$ cat src/rtl/pixel_pair_serializer.sv
// pixel_pair_serializer: buffers 48-bit pixel pairs in a 2-deep FIFO and emits one 24-bit pixel per PIX_EN tick.
// Optional sticky underflow flag enabled by defining PIXEL_SERIALIZER_UNDERFLOW_EN.
module pixel_pair_serializer #(
    parameter int FRAME_WORDS = 38400,
    parameter int ADDR_W      = 16
) (
    input  logic              CLK,
    input  logic              RST,
    input  logic [47:0]       MEM_RGB,
    input  logic              WORD_VALID,
    output logic              WORD_READY,
    output logic [ADDR_W-1:0] ADDR,
    input  logic              FRAME_START,
    input  logic              PIX_EN,
    input  logic              ACTIVE,
    output logic [23:0]       RGB_OUT,
    output logic              RGB_VALID,
    output logic              UNDERFLOW
);
    logic [47:0]       head_q, head_d, tail_q, tail_d;
    logic [1:0]        count_q, count_d;
    logic              half_q, half_d;
    logic [ADDR_W-1:0] addr_q, addr_d;
    logic [23:0]       rgb_q, rgb_d;
    logic              vld_q, vld_d;
    logic              push, disp, pop;

    assign WORD_READY = (count_q < 2'd2);
    assign ADDR       = addr_q;
    assign RGB_OUT    = rgb_q;
    assign RGB_VALID  = vld_q;

    // FIFO shift/fill, fetch address, and the pixel output stage; frame start flushes everything
    always_comb begin
        push    = WORD_VALID && WORD_READY;
        disp    = PIX_EN && ACTIVE && (count_q != 2'd0);
        pop     = disp && half_q;
        head_d  = head_q;
        tail_d  = tail_q;
        if (pop)
            head_d = (count_q == 2'd2) ? tail_q : MEM_RGB;
        else if (push && count_q == 2'd0)
            head_d = MEM_RGB;
        else if (push)
            tail_d = MEM_RGB;
        count_d = FRAME_START ? 2'd0 : count_q + {1'b0, push} - {1'b0, pop};
        half_d  = FRAME_START ? 1'b0 : half_q ^ disp;
        addr_d  = FRAME_START ? '0 :
                  !push ? addr_q :
                  (addr_q == ADDR_W'(FRAME_WORDS - 1)) ? '0 : addr_q + ADDR_W'(1);
        rgb_d   = !PIX_EN ? rgb_q :
                  (disp && !FRAME_START) ? (half_q ? head_q[23:0] : head_q[47:24]) : 24'h000000;
        vld_d   = PIX_EN ? (disp && !FRAME_START) : vld_q;
    end

    // state register with synchronous reset
    always_ff @(posedge CLK) begin
        if (RST) begin
            head_q  <= '0;
            tail_q  <= '0;
            count_q <= 2'd0;
            half_q  <= 1'b0;
            addr_q  <= '0;
            rgb_q   <= 24'h000000;
            vld_q   <= 1'b0;
        end else begin
            head_q  <= head_d;
            tail_q  <= tail_d;
            count_q <= count_d;
            half_q  <= half_d;
            addr_q  <= addr_d;
            rgb_q   <= rgb_d;
            vld_q   <= vld_d;
        end
    end

`ifdef PIXEL_SERIALIZER_UNDERFLOW_EN
    logic und_q, und_d;

    // sticky flag set by a visible pixel request on an empty FIFO, cleared at frame start
    always_comb begin
        und_d = !FRAME_START && (und_q || (PIX_EN && ACTIVE && count_q == 2'd0));
    end

    // underflow flag register
    always_ff @(posedge CLK) begin
        if (RST)
            und_q <= 1'b0;
        else
            und_q <= und_d;
    end

    assign UNDERFLOW = und_q;
`else
    assign UNDERFLOW = 1'b0;
`endif
endmodule

$ cat config.mk
export PLATFORM = sky130hd
export DESIGN_NAME = pixel_pair_serializer
export DESIGN_NICKNAME = d
export VERILOG_FILES = /design/src/rtl/pixel_pair_serializer.sv
export SDC_FILE = /design/constraint.sdc
export NUM_CORES = 1
export LEC_CHECK = 0
export CORE_UTILIZATION = 45
export CTS_CLUSTER_DIAMETER = 40
export DETAILED_ROUTE_END_ITERATION = 16
export GPL_ROUTABILITY_DRIVEN = 0
export GPL_TIMING_DRIVEN = 0
export PLACE_DENSITY = 0.8
export SETUP_SLACK_MARGIN = 0.05
export SKIP_LAST_GASP = 1
export SLEW_MARGIN = 5
export SYNTH_ARGS = -nofsm -noshare
export SYNTH_HDL_FRONTEND = slang
export SYNTH_SLANG_ARGS = --single-unit
export TNS_END_PERCENT = 5
$ cat constraint.sdc
create_clock -name CLK -period 2.45 [get_ports CLK]
set_input_delay 0.49 -clock CLK [delete_from_list [all_inputs] [get_ports CLK]]
set_output_delay 0.49 -clock CLK [all_outputs]
set_load 0.03 [all_outputs]
After elaboration in Yosys (flattened, before gate mapping)
Index checks and enable logic that the tools add are counted.
{"block": "word_totals", "ff_bits": 140, "in_bits": 54, "elab_cells": 34}
{"block": "classes", "add_sub_neg": 3, "order_cmp": 1, "eq_ne": 2, "muxes": 6, "bitwise": 3, "n_reduce_logical": 12}
{"cell": "$mux 48", "n": 3}
{"cell": "$mux 24", "n": 2}
{"cell": "$add 16x1->16 const B", "n": 1}
{"cell": "$eq 16x16->1 const B", "n": 1}
{"cell": "$mux 16", "n": 1}
{"cell": "$logic_and 1x1->1", "n": 6}
{"cell": "$reduce_bool 2->1", "n": 2}
{"cell": "$reduce_and 3->1", "n": 1}
{"cell": "$add 2x1->2", "n": 1}
{"cell": "$eq 2x2->1 const B", "n": 1}
{"cell": "$logic_not 2->1", "n": 1}
{"cell": "$lt 2x2->1 const B", "n": 1}
{"cell": "$not 1->1", "n": 2}
{"cell": "$reduce_or 2->1", "n": 1}
{"cell": "$sub 2x1->2", "n": 1}
{"cell": "$logic_not 1->1", "n": 1}
{"cell": "$xor 1x1->1", "n": 1}

Depth between registers and ports, before layout
{"block": "depth", "ltp_word": 5, "depth_mapped": 8}

Worst setup path before layout
No wires, ideal clock.
{"block": "synth_path", "path_kind": "flip-flop to flip-flop", "from": "reg addr_q[0] (netlist: ADDR[0])", "to": "reg addr_q[8] (netlist: ADDR[8])", "setup_ns": 0.115, "t_arrival_ns": 2.111, "required_ns": 2.335, "path_slack_ns": 0.224, "path_stages_with_launch": 7, "path_buffers": 1, "path_cell_list": "dfxtp_1 ha_1 or4b_1 or4_4 o21ai_4 buf_6 nor2_1"}
{"block": "synth_via", "elab_chain_cells": 2, "elab_cells_between_ends": 3, "classes_between": "1 x add/sub; 1 x eq/ne; 1 x mux"}
{"item": "start, declared", "line": "23", "source": "logic [ADDR_W-1:0] addr_q, addr_d;"}
{"item": "start signal, assigned", "line": "71", "source": "addr_q <= addr_d;"}
{"item": "$add 16x1->16 or $eq 16x16->1 (tied branches)", "line": "50", "source": "(addr_q == ADDR_W'(FRAME_WORDS - 1)) ? '0 : addr_q + ADDR_W'(1);"}
{"item": "$mux 16 (*)", "line": "50"}
Mark *: on every way between the ends. The rest lies on a longest branch, timed or not.
A chain may end at the register's enable or synchronous reset.

Worst setup path after layout
{"block": "layout_path", "from": "reg count_q[1]", "to": "reg head_q[44]"}
{"block": "layout_via", "elab_chain_cells": 4, "elab_cells_between_ends": 11, "classes_between": "1 x order compare; 1 x eq/ne; 2 x mux; 7 x reduce/logical"}
{"item": "start, declared", "line": "21", "source": "logic [1:0] count_q, count_d;"}
{"item": "start signal, assigned", "line": "69", "source": "count_q <= count_d;"}
{"item": "$lt 2x2->1 or $reduce_bool 2->1 (tied branches)", "line": "28, 36"}
{"item": "$logic_and 1x1->1 (on tied branches)", "line": "35, 36"}
{"item": "$logic_and 1x1->1 (on tied branches)", "line": "42, 37"}
{"item": "$reduce_bool 2->1 (no line) or $mux 48 (tied branches)"}
{"item": "end signal, assigned", "line": "59", "source": "head_q <= '0;"}
{"item": "end signal, assigned", "line": "67", "source": "head_q <= head_d;"}
{"item": "end, declared", "line": "20", "source": "logic [47:0] head_q, head_d, tail_q, tail_d;"}
Several ways; a longest one is shown, not always the timed one.

==> results by group <==
Power and ir drop
  • Worst IR drop on VDD: 0.4836 mV
  • Sequential share of power: 44.6%
  • Comb power frac: 7.9%
  • Power density cells: 712.0 nW/um^2
  • Net Sw Frac: roughly a quarter
  • Pint: around 4.1 mW
  • Clock Power Share: 47.5%
  • Psw: 1.329 mW
  • P_leak: 2.911 nW
  • Tot Pwr: approximately 5.4 mW

Detailed routing
  • Via Count: 4963
  • WL met1: 6582 um
  • DRC: 0
  • Max layer used: met4
  • Met2 wire len: roughly 6900 um
  • Routed WL: 14560 um
  • Initial DRC count: between 200 and 300
  • Routed vias/inst: 5.148
  • Avg WL per Cell: approximately 15 um
  • Met3 Wirelength: about 800 um
  • Final ANT Viol Nets: 0
  • 1st-pass router iterations: 4

Critical path
  • Worst Setup Start Kind: flop
  • CP max stage delay: between 0.3 and 0.4 ns
  • Critical Path Slowest Stage Cell: buf_2
  • Worst Reg-to-Reg Cells: 8
  • Crit Path Class: flop to flop
  • Crit path DAT: 2.67 ns
  • Worst r2r src: count_q[1]
  • Worst reg2reg endpoint: head_q[44]
  • Crit-path leading delay family: buffers and inverters
  • CP Cell Sequence: clkbuf_1, o211a_1, ha_1, nand3b_1, buf_2, buf_4, mux2i_1, a211oi_1
  • Worst setup EP type: flop
  • Reg2Reg Setup Slack: slightly above 0.09 ns
  • Critical Path Fanout Max: 10
  • Critical path required time: roughly 2.8 ns
  • CP Buf/Inv Count: 3

Synthesis
  • Synth Cell Area: 5867 sq um
  • Synth Warn #: 0
  • Post-synth top cells: 140 x dfxtp_1, 102 x nand2_1, 73 x mux2i_1
  • Sequential share of the synthesized area: 47.77%
  • Number of unique standard cell types used by synthesis: 37
  • Area contributors post-synth: dfxtp_1 48%, mux2i_1 12%, nand2_1 6.5%
  • Post-synth EDFFs: 0
  • FFs w/ async S/R, synth: 0%
  • Mean Syn Cell Area: 8.796 sq um
  • Most frequent cell after synthesis: dfxtp_1
  • Leading area contributor after synthesis: dfxtp_1
  • Commonest register cell after synthesis: dfxtp_1
  • Yosys top cell area share: 47.77%
  • Yosys reg bits: 140
  • Post-Syn Nets: 725
  • Synthesized instance count: 667

Clocking
  • Clock Sinks: 140
  • Clk root buf: clkbuf_16
  • Worst skew pair latency: 0.43 ns
  • Clock-pin slew on the worst setup and hold paths: 0.06 ns
  • CTS tree: yes
  • CTS Buffer Depth: 2
  • Inserted Clock Buffers: 17
  • Htree depth: 4

Layout
  • Ant diodes: 0
  • Layout cells sized above 1: around 6.7%
  • Design area: 7630 sq um
  • Nets: 837
  • Area Growth Syn to Fin: 30.05%
  • Seq. cell area: 2803 sq um
  • Area of the multi-input gates: 2741 sq um
  • Fillers: 1105
  • Non-Filler Instances: ~960

Status
  • Outcome: finished clean

Flow run
  • Max-Cap Viols: 0

Placed design
  • Cell Count Post-Placement: 932
  • Port bufs: 93
  • Setup WS pre-CTS: -0.2640 ns
  • Post-DP Area: 7013 sq um
  • DP HPWL: 10550 um

Floorplan
  • Starting Density: 46.30%
  • Row cnt: between 40 and 50
  • I/O pin cnt: 97
  • Die Wd: ~120 um
  • Die ar.: between 10000 and 15000 sq um
  • Core area: 12670 sq um
  • Chip height: 116.2 um

Global route
  • First-pass GRT wire length: approximately 24000 um
  • Largest net degree at the start of global routing: 17
  • Gr ovfl total: 0
  • Vias in the first global route: 4774
  • Tot GR Track Use: 23.11%
  • Initial antenna violation count: 0

STA
  • Hold Violations, Final: 0
  • Fmax: 0.4239 GHz
  • RSZ-0062 raised after global routing: true
  • Relative slew slack: 48.48%
  • Worst setup margin: ~0.091 ns
  • Worst Skew: around 0.0075 ns
  • Fin. max-slew vios: 0
  • Worst-margin pin slew: between 0.7 and 0.8 ns
  • Tcrit/Tclk final: around 96%
  • Endpoints failing setup: 0
  • Hold slack: 0.4511 ns
  • Final worst path period need: 2.359 ns

Min path
  • Min-Delay Path Depth: 2
  • Hold WC Path Type: flop to flop
  • Hold EP: tail_q[27]
  • Hold path startpoint: tail_q[27]
how the worst max path moves through the flow:
stage,start,end,slack (ns),cells after the start
4_1_cts,count_q[1],tail_q[33],0.05,8
5_1_grt,count_q[1],head_q[44],-0.06,7
2_1_floorplan,ADDR[0],ADDR[8],0.22,6
6_report,count_q[1],head_q[44],0.09,8
3_5_place_dp,ACTIVE,tail_q[33],-0.26,8
3_3_place_gp,ACTIVE,tail_q[41],-0.21,8
repair_timing:
action                     in CTS  in global routing
setup endpoints to repair       1                 72
hold buffers                    0                  0
setup buffers                   0                  0
gates resized for setup         1                 13
cells in the final DEF, fill, tap and decap left out, types with 6 or more instances in the layout:
cell             count
buf_2                8
mux2i_1             73
xnor2_1             10
nor2b_1             25
clkbuf_1            32
o22ai_1             24
nand2_1            102
clkbuf_16           17
dfxtp_1            140
clkbuf_2             6
nor2_1              64
inv_1               29
a21oi_1             51
a211oi_1            48
clkdlybuf4s50_1     93
worst register-to-register path, delay by kind of cell, from the launching register on:
kind,cells,cell delay [ns]
adder cells (fa/ha/maj),1,0.22
AND/OR/NAND/NOR,1,0.17
buffers and inverters,3,0.80
AO/OA/AOI/OAI,2,0.63
multiplexers,1,0.11
flip-flops,1,0.30
stage by stage:
step	setup TNS (ns)	util, %
after global routing	-0.3701	60.22
after detailed placement	-11.82	55.35
after global placement	-9.667	55.35
after CTS	0	60.10
final	0	60.22
after floorplan	0	-
cell families after synthesis:
logic type	after synthesis	synth area share, %
and+or+nand+nor	224	17.02
xor gates and xnor gates	14	2.090
AOI/OAI and AO/OA	130	14.16
adders and majority gates	4	0.8531
other	1	0.06392
buffers and inverters	81	5.587
DFF	140	47.77
muxes	73	12.45
state kept, by name, summed over array words and instances, names as in the netlist:
register,count
RGB_VALID,1
tail_q,48
head_q,48
half_q,1
count_q,2
ADDR,16
RGB_OUT,24
routing by layer:
metal | up-vias | GRT usage (%)
met5 | - | 0
met4 | 0 | 9.402
met3 | 23 | 5.864
met2 | 125 | 36.90
met1 | 2314 | 29.87
li1 | 2501 | -
final cells by class:
type                    instances  area share [%]
clock buffers                  18           5.756
well taps                     172           2.821
clock inverters                14           2.099
repair buffers                 93           12.20
inverters                      29           1.427
flip-flops and latches        140           36.73
multi-input cells             446           35.93
plain buffers                  52           3.034
power groups by stage:
stage	combinational (mW)	sequential (mW)	clock, mW
finish	0.431	2.42	2.58
global route	0.476	2.43	2.72
CTS	0.428	2.42	2.61
detailed placement	0.425	2.47	0
global placement	0.414	2.47	0
floorplan	0.244	2.46	0
Note: power is estimated with default switching activity, not from simulation.
